<file path="src/rtl/mips_pkg.sv">
// ----------------------------------------------------------------------------
// mips_pkg
// Shared definitions for the multicycle MIPS control unit:
//   - state_t     : controller FSM states (also driven out on the state probe)
//   - OP_*        : instruction[31:26] opcodes
//   - FN_*        : R-type instruction[5:0] function codes
//   - ALU_*       : alucontrol encodings understood by the datapath ALU
// ----------------------------------------------------------------------------
package mips_pkg;

   typedef enum logic [3:0] {
      FETCH   = 4'd0,
      DECODE  = 4'd1,
      MEMADR  = 4'd2,
      MEMRD   = 4'd3,
      MEMWB   = 4'd4,
      MEMWR   = 4'd5,
      RTYPEEX = 4'd6,
      RTYPEWB = 4'd7,
      BEQEX   = 4'd8,
      ADDIEX  = 4'd9,
      ADDIWB  = 4'd10,
      JEX     = 4'd11
   } state_t;

   localparam logic [5:0] OP_RTYPE = 6'b000000;
   localparam logic [5:0] OP_LW    = 6'b100011;
   localparam logic [5:0] OP_SW    = 6'b101011;
   localparam logic [5:0] OP_BEQ   = 6'b000100;
   localparam logic [5:0] OP_ADDI  = 6'b001000;
   localparam logic [5:0] OP_J     = 6'b000010;

   localparam logic [5:0] FN_ADD = 6'b100000;
   localparam logic [5:0] FN_SUB = 6'b100010;
   localparam logic [5:0] FN_AND = 6'b100100;
   localparam logic [5:0] FN_OR  = 6'b100101;
   localparam logic [5:0] FN_SLT = 6'b101010;
   localparam logic [5:0] FN_SLL = 6'b000000;
   localparam logic [5:0] FN_SRL = 6'b000010;

   localparam logic [2:0] ALU_AND = 3'b000;
   localparam logic [2:0] ALU_OR  = 3'b001;
   localparam logic [2:0] ALU_ADD = 3'b010;
   localparam logic [2:0] ALU_SLL = 3'b011;
   localparam logic [2:0] ALU_SRL = 3'b100;
   localparam logic [2:0] ALU_SUB = 3'b110;
   localparam logic [2:0] ALU_SLT = 3'b111;

endpackage

</file>
<file path="src/rtl/mips_aludec.sv">
// ----------------------------------------------------------------------------
// mips_aludec
// Purely combinational R-type function decoder.
// Ports:
//   funct      in  6  instruction[5:0]
//   alucontrol out 3  ALU operation for the decoded funct (ADD when invalid)
//   valid      out 1  1 when funct is one of the supported R-type operations
// ----------------------------------------------------------------------------
module mips_aludec
   import mips_pkg::*;
(
   input  logic [5:0] funct,
   output logic [2:0] alucontrol,
   output logic       valid
);

   // Unsupported codes still produce a defined ALU operation; the controller
   // uses valid to abort the instruction before any register write happens.
   always_comb begin
      alucontrol = ALU_ADD;
      valid      = 1'b1;
      case (funct)
         FN_ADD:  alucontrol = ALU_ADD;
         FN_SUB:  alucontrol = ALU_SUB;
         FN_AND:  alucontrol = ALU_AND;
         FN_OR:   alucontrol = ALU_OR;
         FN_SLT:  alucontrol = ALU_SLT;
         FN_SLL:  alucontrol = ALU_SLL;
         FN_SRL:  alucontrol = ALU_SRL;
         default: valid      = 1'b0;
      endcase
   end

endmodule

</file>
<file path="src/rtl/mips_controller.sv">
// ----------------------------------------------------------------------------
// mips_controller
// Multicycle MIPS control unit (Moore FSM with Mealy pcen / fault terms).
// Parameters:
//   TIMEOUT_CYCLES  cycles a memory state waits for memready (0 = never abort)
//   TW              width of the wait counter
// Ports:
//   clk, reset (async, active-low)
//   op, funct, zero        : instruction fields and ALU zero flag
//   memready               : memory finished the current access this cycle
//   memread, memwrite      : memory requests
//   pcen, irwrite, regwrite: datapath write enables (pcen branch-qualified)
//   iord, regdst, memtoreg, alusrca, alusrcb, pcsource, alucontrol : selects
//   illegal, memfault      : single-cycle error pulses
//   state                  : current FSM state for probing
// ----------------------------------------------------------------------------
module mips_controller
   import mips_pkg::*;
#(
   parameter int TIMEOUT_CYCLES = 16,
   parameter int TW             = 5
)(
   input  logic       clk,
   input  logic       reset,
   input  logic [5:0] op,
   input  logic [5:0] funct,
   input  logic       zero,
   input  logic       memready,
   output logic       memread,
   output logic       memwrite,
   output logic       pcen,
   output logic       irwrite,
   output logic       regwrite,
   output logic       iord,
   output logic       regdst,
   output logic       memtoreg,
   output logic       alusrca,
   output logic [1:0] alusrcb,
   output logic [1:0] pcsource,
   output logic [2:0] alucontrol,
   output logic       illegal,
   output logic       memfault,
   output logic [3:0] state
);

   localparam logic [TW-1:0] LP_WAIT_LIMIT = TW'(TIMEOUT_CYCLES - 1);

   state_t        r_state;
   state_t        w_nextState;
   logic [TW-1:0] r_wait;
   logic          w_memState;
   logic          w_timeout;
   logic          w_illegal;
   logic [2:0]    w_functAlu;
   logic          w_functValid;

   logic          w_memread, w_memwrite, w_pcen, w_irwrite, w_regwrite;
   logic          w_iord, w_regdst, w_memtoreg, w_alusrca;
   logic [1:0]    w_alusrcb, w_pcsource;
   logic [2:0]    w_alucontrol;

   mips_aludec u_aludec (
      .funct      (funct),
      .alucontrol (w_functAlu),
      .valid      (w_functValid)
   );

   // Only the three memory-handshake states count waiting cycles. memready
   // takes priority over an expiring count, so the timeout needs memready=0.
   assign w_memState = (r_state == FETCH) || (r_state == MEMRD) || (r_state == MEMWR);
   assign w_timeout  = (TIMEOUT_CYCLES != 0) && w_memState && !memready
                       && (r_wait == LP_WAIT_LIMIT);

   // Next-state logic; illegal is raised in the same cycle the bad op/funct
   // is seen and the instruction is dropped back to FETCH.
   always_comb begin
      w_nextState = r_state;
      w_illegal   = 1'b0;
      case (r_state)
         FETCH: begin
            if (memready)       w_nextState = DECODE;
            else if (w_timeout) w_nextState = FETCH;
         end
         DECODE: begin
            case (op)
               OP_RTYPE:      w_nextState = RTYPEEX;
               OP_LW, OP_SW:  w_nextState = MEMADR;
               OP_BEQ:        w_nextState = BEQEX;
               OP_ADDI:       w_nextState = ADDIEX;
               OP_J:          w_nextState = JEX;
               default: begin
                  w_illegal   = 1'b1;
                  w_nextState = FETCH;
               end
            endcase
         end
         MEMADR:  w_nextState = (op == OP_SW) ? MEMWR : MEMRD;
         MEMRD: begin
            if (memready)       w_nextState = MEMWB;
            else if (w_timeout) w_nextState = FETCH;
         end
         MEMWB:   w_nextState = FETCH;
         MEMWR: begin
            if (memready || w_timeout) w_nextState = FETCH;
         end
         RTYPEEX: begin
            if (w_functValid) begin
               w_nextState = RTYPEWB;
            end else begin
               w_illegal   = 1'b1;
               w_nextState = FETCH;
            end
         end
         RTYPEWB: w_nextState = FETCH;
         BEQEX:   w_nextState = FETCH;
         ADDIEX:  w_nextState = ADDIWB;
         ADDIWB:  w_nextState = FETCH;
         JEX:     w_nextState = FETCH;
         default: w_nextState = FETCH;
      endcase
   end

   // State register and wait counter. The counter restarts on any
   // completion, timeout or state change, so each memory state (including a
   // re-entered FETCH after a timeout) begins counting from zero.
   always_ff @(posedge clk or negedge reset) begin
      if (!reset) begin
         r_state <= FETCH;
         r_wait  <= '0;
      end else begin
         r_state <= w_nextState;
         if (w_memState && !memready && !w_timeout && (w_nextState == r_state))
            r_wait <= r_wait + 1'b1;
         else
            r_wait <= '0;
      end
   end

   // Output decode. Everything not mentioned for a state stays 0; pcen in
   // FETCH and BEQEX follows memready / zero combinationally.
   always_comb begin
      w_memread    = 1'b0;
      w_memwrite   = 1'b0;
      w_pcen       = 1'b0;
      w_irwrite    = 1'b0;
      w_regwrite   = 1'b0;
      w_iord       = 1'b0;
      w_regdst     = 1'b0;
      w_memtoreg   = 1'b0;
      w_alusrca    = 1'b0;
      w_alusrcb    = 2'b00;
      w_pcsource   = 2'b00;
      w_alucontrol = ALU_AND;
      case (r_state)
         FETCH: begin
            w_memread    = 1'b1;
            w_iord       = 1'b1;
            w_alusrcb    = 2'b01;
            w_alucontrol = ALU_ADD;
            w_irwrite    = memready;
            w_pcen       = memready;
         end
         DECODE: begin
            w_alusrcb    = 2'b11;
            w_alucontrol = ALU_ADD;
         end
         MEMADR, ADDIEX: begin
            w_alusrca    = 1'b1;
            w_alusrcb    = 2'b10;
            w_alucontrol = ALU_ADD;
         end
         MEMRD:   w_memread  = 1'b1;
         MEMWB: begin
            w_regwrite   = 1'b1;
            w_memtoreg   = 1'b1;
         end
         MEMWR:   w_memwrite = 1'b1;
         RTYPEEX: begin
            w_alusrca    = 1'b1;
            w_alucontrol = w_functAlu;
         end
         RTYPEWB: begin
            w_regwrite   = 1'b1;
            w_regdst     = 1'b1;
         end
         BEQEX: begin
            w_alusrca    = 1'b1;
            w_alucontrol = ALU_SUB;
            w_pcsource   = 2'b01;
            w_pcen       = zero;
         end
         ADDIWB:  w_regwrite = 1'b1;
         JEX: begin
            w_pcsource   = 2'b10;
            w_pcen       = 1'b1;
         end
         default: ;
      endcase
   end

   // Outputs are held at 0 for the whole time reset is low, even though the
   // state register already reads FETCH.
   assign memread    = reset & w_memread;
   assign memwrite   = reset & w_memwrite;
   assign pcen       = reset & w_pcen;
   assign irwrite    = reset & w_irwrite;
   assign regwrite   = reset & w_regwrite;
   assign iord       = reset & w_iord;
   assign regdst     = reset & w_regdst;
   assign memtoreg   = reset & w_memtoreg;
   assign alusrca    = reset & w_alusrca;
   assign alusrcb    = reset ? w_alusrcb    : 2'b00;
   assign pcsource   = reset ? w_pcsource   : 2'b00;
   assign alucontrol = reset ? w_alucontrol : 3'b000;
   assign illegal    = reset & w_illegal;
   assign memfault   = reset & w_timeout;
   assign state      = reset ? r_state : 4'd0;

endmodule

</file>
<file path="config.mk">
export PLATFORM = sky130hd
export DESIGN_NAME = mips_controller
export DESIGN_NICKNAME = d
export VERILOG_FILES = /design/src/rtl/mips_pkg.sv /design/src/rtl/mips_aludec.sv /design/src/rtl/mips_controller.sv
export SDC_FILE = /design/constraint.sdc
export NUM_CORES = 1
export LEC_CHECK = 0
export CORE_MARGIN = 2
export CORE_UTILIZATION = 43
export DETAILED_ROUTE_END_ITERATION = 12
export PLACE_DENSITY = 0.79
export SYNTH_ARGS = -nofsm -noshare
export SYNTH_HDL_FRONTEND = slang
export SYNTH_SLANG_ARGS = --single-unit
</file>
<file path="constraint.sdc">
create_clock -name clk -period 2.3 [get_ports clk]
set_input_delay 0.46 -clock clk [delete_from_list [all_inputs] [get_ports clk]]
set_output_delay 0.46 -clock clk [all_outputs]
set_load 0.01 [all_outputs]
</file>
# --- Word level (Yosys, flattened, before mapping) ---
# Index checks and enable logic that the tools add are counted.
classes:
  n_bitwise: 11
  reduce_logical: 20
  addsub: 1
  eq_ne: 24
  muxes: 30
ops:
  columns: ["operator", "count"]
  rows:
  - ["$eq 6x6->1 const B", 7]
  - ["$pmux 4 s7", 1]
  - ["$mux 4", 5]
  - ["$pmux 4 s5", 1]
  - ["$pmux 3 s6", 1]
  - ["$eq 4x3->1 const B", 4]
  - ["$eq 4x4->1 const B", 4]
  - ["$eq 6x2->1 const B", 2]
  - ["$logic_not 6->1", 2]
  - ["$and 1x1->1", 11]
  - ["$mux 1", 11]
  - ["$mux 3", 3]
  - ["$pmux 3 s3", 1]
  - ["$eq 4x2->1 const B", 2]
  - ["$reduce_or 4->1", 2]
  - ["$reduce_or 7->1", 1]
  - ["$eq 6x3->1 const B", 1]
  - ["$eq 6x4->1 const B", 1]
  - ["$pmux 2 s3", 1]
  - ["$reduce_or 2->1", 3]
  - ["$reduce_or 6->1", 1]
  - ["$add 5x1->5 const B", 1]
  - ["$eq 5x4->1 const B", 1]
  - ["$mux 5", 1]
  - ["11 further kinds", 18]
totals:
  regBits: 9
  inputBits: 16

# --- Longest topological paths before layout ---
# Gate-level depths: netlist (run 1).
logic_depth:
  word_depth: 11
  ltp_mapped: 7
  depth_no_buf: 7

# --- By module ---
# A second synthesis (run 1) with hierarchy kept.
hier_totals:
  hier_cells: 141
  hier_area_um2: 1024.7
modules_own_cells:
  columns: ["module", "instances", "cells_each", "area_per_inst_um2", "seq_area_each_um2"]
  rows:
  - ["mips_controller", 1, 124, 929.6, 225.2]
  - ["mips_aludec", 1, 17, 95.1, 0.0]

# --- Worst setup path after synthesis (run 1) ---
# Ideal clock, no wire load.
synth_path:
  path_type: "input -> output"
  startpoint: "input port op[3]"
  endpoint: "output port illegal"
  arrival_time_ps: 1358
  stages: 5
  n_path_buf: 1
  path_slack_ps: 482
  cell_sequence: "clkbuf_2 -> xor2_1 -> o211ai_1 -> nand2_1 -> o32ai_1"
synth_between:
  elab_chain_cells: 5
synth_lines:
  columns: ["item", "line", "source"]
  rows:
  - ["start, declared", "mips_controller.sv:25", "input logic [5:0] op,"]
  - ["$eq 6x6->1, or another cell as far along", "mips_controller.sv:85", "case (op)"]
  - ["$reduce_or 6->1 (no line) *", null, null]
  - ["$mux 1 *", "mips_controller.sv:85", null]
  - ["$pmux 1 s2 *", "mips_controller.sv:79", "case (r_state)"]
  - ["$and 1x1->1 *", "mips_controller.sv:215", "assign illegal = reset & w_illegal;"]
  - ["end, declared", "mips_controller.sv:41", "output logic illegal,"]
# Every way passes the cells marked *; elsewhere a longest branch is shown, timed or not.

# --- Worst setup path after layout (run 1) ---
layout_path:
  startpoint: "input port funct[1]"
  endpoint: "output port alucontrol[0]"
layout_between:
  elab_chain_cells: 4
layout_lines:
  columns: ["item", "line", "source"]
  rows:
  - ["start, declared", "mips_controller.sv:26", "input logic [5:0] funct,"]
  - ["$eq 6x2->1, or another cell as far along", "mips_aludec.sv:22", "case (funct)"]
  - ["$pmux 3 s6 *", "mips_aludec.sv:22", null]
  - ["$pmux 3 s3 *", "mips_controller.sv:154", "case (r_state)"]
  - ["$mux 3 *", "mips_controller.sv:214", "assign alucontrol = reset ? w_alucontrol : 3'b000;"]
  - ["end, declared", "mips_controller.sv:40", "output logic [2:0] alucontrol,"]
# Marked as above.

==> results.py, run 1 <==
metrics = {
    "synthesis": {
        "yosysWarningCount": 0,
        "biggest_area_contributors_in_the_synthesized_netlist": "dfrtp_1 24%, nor2_1 7.5%, nand2_1 5.5%",
        "synthesis.instances": 128,
        "synthDominantCellAreaShare_pct": 23.6,
        "netlist-cell-type-count": 46,
        "synth-edff-count": 0,
        "yosys_most_used_dff": "dfrtp_1",
        "yosys_top_cell_by_area": "dfrtp_1",
        "postSynthAreaPerCell_um2": 7.46,
        "yosysSeqAreaShare_pct": 23.6,
        "synth.ff_latch_count": 9,
        "async_reset_ff_share_pct": 100,
        "synth_nets": 146,
        "syn-cell-area_um2": 955,
    },
    "global_routing": {
        "grt_max_degree": 16,
        "via_count_of_the_first_global_routing_pass": 1199,
        "grt_busiest_layer": "met2",
        "grt_antenna_before_repair": 0,
        "grtUsageMet2_pct": 52.2,
        "globalRouteOverflowTotal": 0,
        "grt_util_all_layers_pct": 26.9,
        "globalRouteMet1Util_pct": 30.3,
        "use_met3_pct": 4.39,
        "wire_length_of_the_first_global_routing_pass_mm": 5.40,
    },
    "critical_path": {
        "cp_data_arrival_time_ps": 1770,
        "worst-endpoint-required_ps": 1840,
        "endpoint_kind": "output port",
        "critical_path.max_fanout": 3,
        "category_of_the_worst_setup_path_launch_point": "primary input",
        "setup.worst_path.class": "primary input to output port",
    },
    "place": {
        "place_ws_ps": -346,
        "gp_routability_congestion": 0.815,
        "dpl-instance-area_mm2": 0.00155,
        "port-buffer-count": 37,
        "detailedPlacementHpwl_mm": 2.55,
    },
    "floorplan": {
        "std_cell_rows": 17,
        "initial_utilization_pct": 44.4,
        "boundaryPins": 38,
        "chip_height_um": 51.1,
        "die_x_um": 51.1,
        "die_area_mm2": 0.00261,
        "core-area_mm2": 0.00215,
    },
    "routing": {
        "postRouteAntennaNets": 0,
        "remaining_drc_errors": 0,
        "detail_route.iter0.violations": 42,
        "detailed_router_iteration_count_before_antenna_repair": 4,
        "routedWlPerCell_um": 14.5,
        "wl_mm": 3.26,
        "num_vias": 1263,
        "vias_per_cell": 5.61,
    },
    "flow_run": {
        "maxCapViolCount": 0,
    },
    "layout": {
        "flow.area_growth_from_synthesis_pct": 73.0,
        "n_fill_cell": 162,
        "antenna_cells_inserted": 0,
        "multi_input_area_um2": 728,
        "regArea_um2": 228,
        "drive_above_1_share_pct": 31.5,
        "layout.cells.most_common": "buf_4",
        "mostFrequentLayoutCells": "34 x buf_4, 17 x nor2_1, 14 x nand2_1, 14 x dlygate4sd2_1, 13 x clkdlybuf4s50_1",
        "finalInstanceArea_mm2": 0.00165,
        "fin_nets": 216,
    },
    "sta": {
        "final_critical_path_setup_slack_ps": 73.5,
        "max_freq_mhz": 449,
        "setup_total_negative_slack_ps": 0,
        "relSlewSlack_pct": 73.5,
        "max_slew.worst_pin.slew_ps": 392,
        "timing.final.setup_violations": 0,
        "finalHoldWorstSlack_ps": 344,
        "finalWorstPathRequiredPeriod_ps": 2230,
        "post-route-period-util_pct": 96.8,
        "finalClockSkew_ps": 2.76,
        "finalMaxSlewViolations": 0,
        "final-hold-violation-count": 0,
        "rsz0062_at_grt": "no",
    },
    "status": {
        "outcome": "completed",
    },
    "clocking": {
        "cts_htree_levels": 1,
        "clk_latency_ps": 260,
        "clk_root_buffer_cell": "clkbuf_4",
        "tritoncts": "yes",
        "cts_sinks": 9,
        "cts_max_path_buffers": 2,
        "clk_pin_slew_worst_paths_ps": 60,
        "hold_buffers": 0,
        "cts_made_buffers": 3,
    },
    "power_and_ir_drop": {
        "vdd.ir_drop.worst_mv": 0.606,
        "leakage_nw": 0.841,
        "power_density_mw_per_mm2": 677,
    },
    "min_path": {
        "holdCritPathClass": "primary input to async pin",
    },
}
## cell families (layout without fill, tap and decap cells)
kind of cell / after synthesis / after routing / share of synthesized area, %
AOI/OAI and AO/OA: 27 / 27 / 23.2
xor gates and xnor gates: 5 / 5 / 4.59
adders and majority gates: 2 / 2 / 2.62
buffers and inverters: 10 / 79 / 5.24
DFF: 9 / 9 / 23.6
and+or+nand+nor: 75 / 75 / 40.8
## where the power goes
group	leakage (nW)	switching (mW)	internal (mW)	total (mW)
clock	0.0177	0.0552	0.0641	0.119
combinational	0.704	0.367	0.380	0.748
sequential	0.119	0.0524	0.198	0.250
## worst paths after layout
check | from | end | slack (ps) | cells past startpoint
max in group asynchronous | reset | r_state[1]$_DFF_PN0_ | 1810 | 2
min | reset | r_state[3]$_DFF_PN0_ | 340 | 2
min reg2reg | r_wait[0]$_DFF_PN0_ | r_wait[0]$_DFF_PN0_ | 480 | 1
max | funct[1] | alucontrol[0] | 70 | 5
min in group clk | r_wait[0]$_DFF_PN0_ | r_wait[0]$_DFF_PN0_ | 480 | 1
max reg2reg | r_wait[0]$_DFF_PN0_ | r_state[0]$_DFF_PN0_ | 310 | 7
## cells in the mapped netlist, types with 3 or more instances
| master | count |
|---|---|
| a21oi_1 | 3 |
| a31oi_1 | 3 |
| and2_1 | 4 |
| and3_1 | 6 |
| buf_2 | 3 |
| dfrtp_1 | 9 |
| inv_1 | 3 |
| nand2_1 | 14 |
| nand2b_1 | 3 |
| nand3_1 | 4 |
| nor2_1 | 19 |
| nor2b_1 | 4 |
| nor3_1 | 10 |
| xnor2_1 | 3 |
## final cells by class
class / instances / area share (%)
Inverter: 3 / 0.682
Clock buffer: 3 / 1.36
Multi-Input combinational cell: 109 / 44.1
Tap cell: 28 / 2.12
Clock inverter: 1 / 0.303
Timing Repair Buffer: 72 / 37.7
Sequential cell: 9 / 13.8
## worst max-delay path: stages
cell and delay [ps]:
clkdlybuf4s50_1 440, or2_2 330, o22a_1 210, nor3_1 150, buf_2 170
## flip-flops by register name (all words and copies together), names as in the netlist
| signal | count |
|---|---|
| r_state | 4 |
| r_wait | 5 |
## per-stage QoR
step | instances | util, % | total power, mW
final | 225 | 76.9 | 1.12
after CTS | 224 | 75.2 | 1.12
after detailed placement | 217 | 72.3 | 0.958
after global routing | 225 | 76.9 | 1.21
after global placement | 217 | 72.3 | 0.929
after floorplan | 128 | - | 0.627
## per-layer routing
layer	wire (um)	vias to the layer above
li1	-	606
met1	1300	596
met2	1790	57
met3	140	4
met4	30	0
met5	0	-
## what timing repair did
action	CTS	global route
pin swaps	2	1
resized for setup	36	13
setup endpoints to repair	21	5
gates cloned	0	0
setup buffers	3	1
(Power assumes the default switching activity.)
==> inputs of run 2 (changes only) <==
--- a/config.mk
+++ b/config.mk
@@ -7,6 +7,7 @@
 export LEC_CHECK = 0
 export CORE_MARGIN = 2
 export CORE_UTILIZATION = 43
+export CTS_CLUSTER_SIZE = 25
 export DETAILED_ROUTE_END_ITERATION = 12
 export PLACE_DENSITY = 0.79
 export SYNTH_ARGS = -nofsm -noshare
==> results of run 2 <==
Same layout as run 1: the final DEF is identical, and so are final timing and power.
==> inputs of run 3 (changes only) <==
--- a/config.mk
+++ b/config.mk
@@ -9,7 +9,8 @@
 export CORE_UTILIZATION = 43
 export CTS_CLUSTER_SIZE = 25
 export DETAILED_ROUTE_END_ITERATION = 12
-export PLACE_DENSITY = 0.79
+export PLACE_DENSITY = 0.87
 export SYNTH_ARGS = -nofsm -noshare
 export SYNTH_HDL_FRONTEND = slang
 export SYNTH_SLANG_ARGS = --single-unit
+export TNS_END_PERCENT = 10
==> run 3 against run 2 <==
  * Clock-buffer cell count grew 1
  * Final cell count shrank 2.2%
  * Design area increased by 0.23%
  * Flip-flop and latch count unchanged
  * Worst setup slack got worse by 36 ps
  * Critical path depth rose by 1
  * Maximum frequency decreased by 1.6%
  * Critical endpoint is now illegal
  * Largest power group unchanged
==> results.py, run 3 (same netlist as run 1, synthesis figures left out) <==
metrics = {
    "clocking": {
        "cts_max_path_buffers": 2,
        "cts_htree_levels": 1,
        "tritoncts": "yes",
        "clk_root_buffer_cell": "clkbuf_4",
        "clk_pin_slew_worst_paths_ps": 70,
        "cts_sinks": 9,
        "cts_made_buffers": 3,
        "clk_latency_ps": 270,
        "hold_buffers": 0,
        "post-cts-setup-buffer-count": 0,
    },
    "place": {
        "port-buffer-count": 37,
        "gp_routability_congestion": 0.949,
        "place_ws_ps": -430,
        "detailedPlacementHpwl_mm": 2.39,
        "dpl-instance-area_mm2": 0.00155,
    },
    "critical_path": {
        "worst-r2r-setup-slack_ps": 390,
        "crit_path_cell_trace": "clkdlybuf4s50_1, xor2_1, o211ai_1, nand2_1, o32ai_2, buf_2",
        "critPathBufInv": 2,
        "critical_path.max_fanout": 3,
        "category_of_the_worst_setup_path_launch_point": "primary input",
        "endpoint_kind": "output port",
        "critical_path.slowest_cell": "clkdlybuf4s50_1",
        "worstRegToRegCells": 7,
        "setup.worst_path.class": "primary input to output port",
        "critical_path_depth": 6,
        "cp_data_arrival_time_ps": 1800,
        "crit_path_max_incr_delay_ps": 450,
        "cpLargestDelayFamily": "buffers and inverters",
        "worst-endpoint-required_ps": 1840,
    },
    "floorplan": {
        "std_cell_rows": 17,
        "chip_height_um": 51.1,
        "initial_utilization_pct": 44.4,
        "core-area_mm2": 0.00215,
        "boundaryPins": 38,
        "die_area_mm2": 0.00261,
        "die_x_um": 51.1,
    },
    "power_and_ir_drop": {
        "vdd.ir_drop.worst_mv": 0.559,
        "power_density_mw_per_mm2": 665,
        "power.sequential.fraction_pct": 22.3,
        "clock_power_share_pct": 11.3,
        "power.combinational.fraction_pct": 66.4,
        "p_sw_mw": 0.494,
        "power.total_mw": 1.10,
        "switching_share_pct": 44.8,
        "cellInternalPower_mw": 0.608,
        "leakage_nw": 0.826,
    },
    "sta": {
        "final_critical_path_setup_slack_ps": 37.2,
        "finalWorstPathRequiredPeriod_ps": 2260,
        "max_slew.worst_pin.slew_ps": 412,
        "finalMaxSlewViolations": 0,
        "timing.final.setup_violations": 0,
        "final-hold-violation-count": 0,
        "post-route-period-util_pct": 98.4,
        "max_freq_mhz": 442,
        "relSlewSlack_pct": 72.2,
        "rsz0062_at_grt": "yes",
        "finalHoldWorstSlack_ps": 333,
        "finalClockSkew_ps": 12.7,
    },
    "min_path": {
        "holdCritPathClass": "primary input to async pin",
    },
    "global_routing": {
        "grt_max_degree": 15,
        "grt_antenna_before_repair": 0,
        "grt_util_all_layers_pct": 27.7,
        "wire_length_of_the_first_global_routing_pass_mm": 5.53,
        "globalRouteOverflowTotal": 0,
        "via_count_of_the_first_global_routing_pass": 1209,
    },
    "layout": {
        "layout.cells.most_common": "buf_4",
        "final_core_utilization_pct": 77.1,
        "largest_reg_flops": 5,
        "finalInstanceArea_mm2": 0.00166,
        "regArea_um2": 228,
        "largest-register": "r_wait",
        "top_regs": "r_wait: 5 flops, r_state: 4 flops",
        "multi_input_area_um2": 762,
        "antenna_cells_inserted": 0,
        "n_fill_cell": 129,
        "drive_above_1_share_pct": 31.8,
        "flow.area_growth_from_synthesis_pct": 73.4,
        "fin_nets": 211,
        "mostFrequentLayoutCells": "29 x buf_4, 15 x nor2_1, 14 x clkdlybuf4s50_1",
    },
    "routing": {
        "vias_per_cell": 6.01,
        "num_vias": 1322,
        "detail_route.iter0.violations": 69,
        "wl_mm": 3.61,
        "detailed_router_iteration_count_before_antenna_repair": 5,
        "postRouteAntennaNets": 0,
        "routedWlPerCell_um": 16.4,
        "remaining_drc_errors": 0,
    },
    "flow_run": {
        "maxCapViolCount": 0,
    },
    "status": {
        "outcome": "completed",
    },
}
[run 3: changes by cell type in the layout (fill, tap and decap cells not counted), sizes merged]
cell           change
dlymetal6s2s       +1
inv                -1
dlygate4sd2        -2
clkinv             -1
clkbuf             +1
buf                -5
clkinvlp           +1
clkdlybuf4s50      +1
[run 3: worst reg2reg max path: stages (launching register included)]
cell and delay, ps:
dfrtp_1 400, ha_1 230, and3_1 190, ha_1 210, nor2_1 220, nand3_1 140, o211a_1 160, o41ai_2 260
[run 3: final timing paths]
check,to,start
hold / removal,r_state[2]$_DFF_PN0_,reset
setup / recovery,illegal,op[2]
max in group asynchronous,r_state[0]$_DFF_PN0_,reset
setup reg to reg,r_state[0]$_DFF_PN0_,r_wait[0]$_DFF_PN0_
hold reg to reg,r_wait[0]$_DFF_PN0_,r_wait[0]$_DFF_PN0_
min in group clk,r_wait[0]$_DFF_PN0_,r_wait[0]$_DFF_PN0_
[run 3: power groups by stage]
stage	clock network [mW]	registers [mW]	logic, mW
after floorplan	0	0.222	0.405
after global placement	0	0.235	0.678
after detailed placement	0	0.240	0.695
after CTS	0.124	0.240	0.676
after global routing	0.140	0.250	0.780
final	0.124	0.245	0.732
[run 3: layout make-up]
| class | instances | area share (%) |
|---|---|---|
| Sequential cell | 9 | 13.8 |
| Multi-Input combinational cell | 109 | 46.0 |
| Tap cell | 28 | 2.12 |
| Clock buffer | 4 | 1.59 |
| Timing Repair Buffer | 67 | 35.6 |
| Inverter | 3 | 0.907 |
[run 3: repair_timing]
item                                   4_1_cts  5_1_grt
resized for setup                           29       26
pin swaps                                    3        2
setup endpoints to repair                   21       10
endpoints found under the hold margin        0        0
[run 3: metal layers]
layer | GRT usage, % | part of all wire, %
met1 | 32.4 | 38
met2 | 51.7 | 51
met3 | 5.56 | 8.2
met4 | 5.41 | 3.2
met5 | 0 | 0
[run 3: through the flow]
stage                     TNS (ps)  instances
after floorplan                  0        128
after global placement       -2470        216
after detailed placement     -2910        216
after CTS                     -158        220
after global routing         -16.5        220
final                            0        220
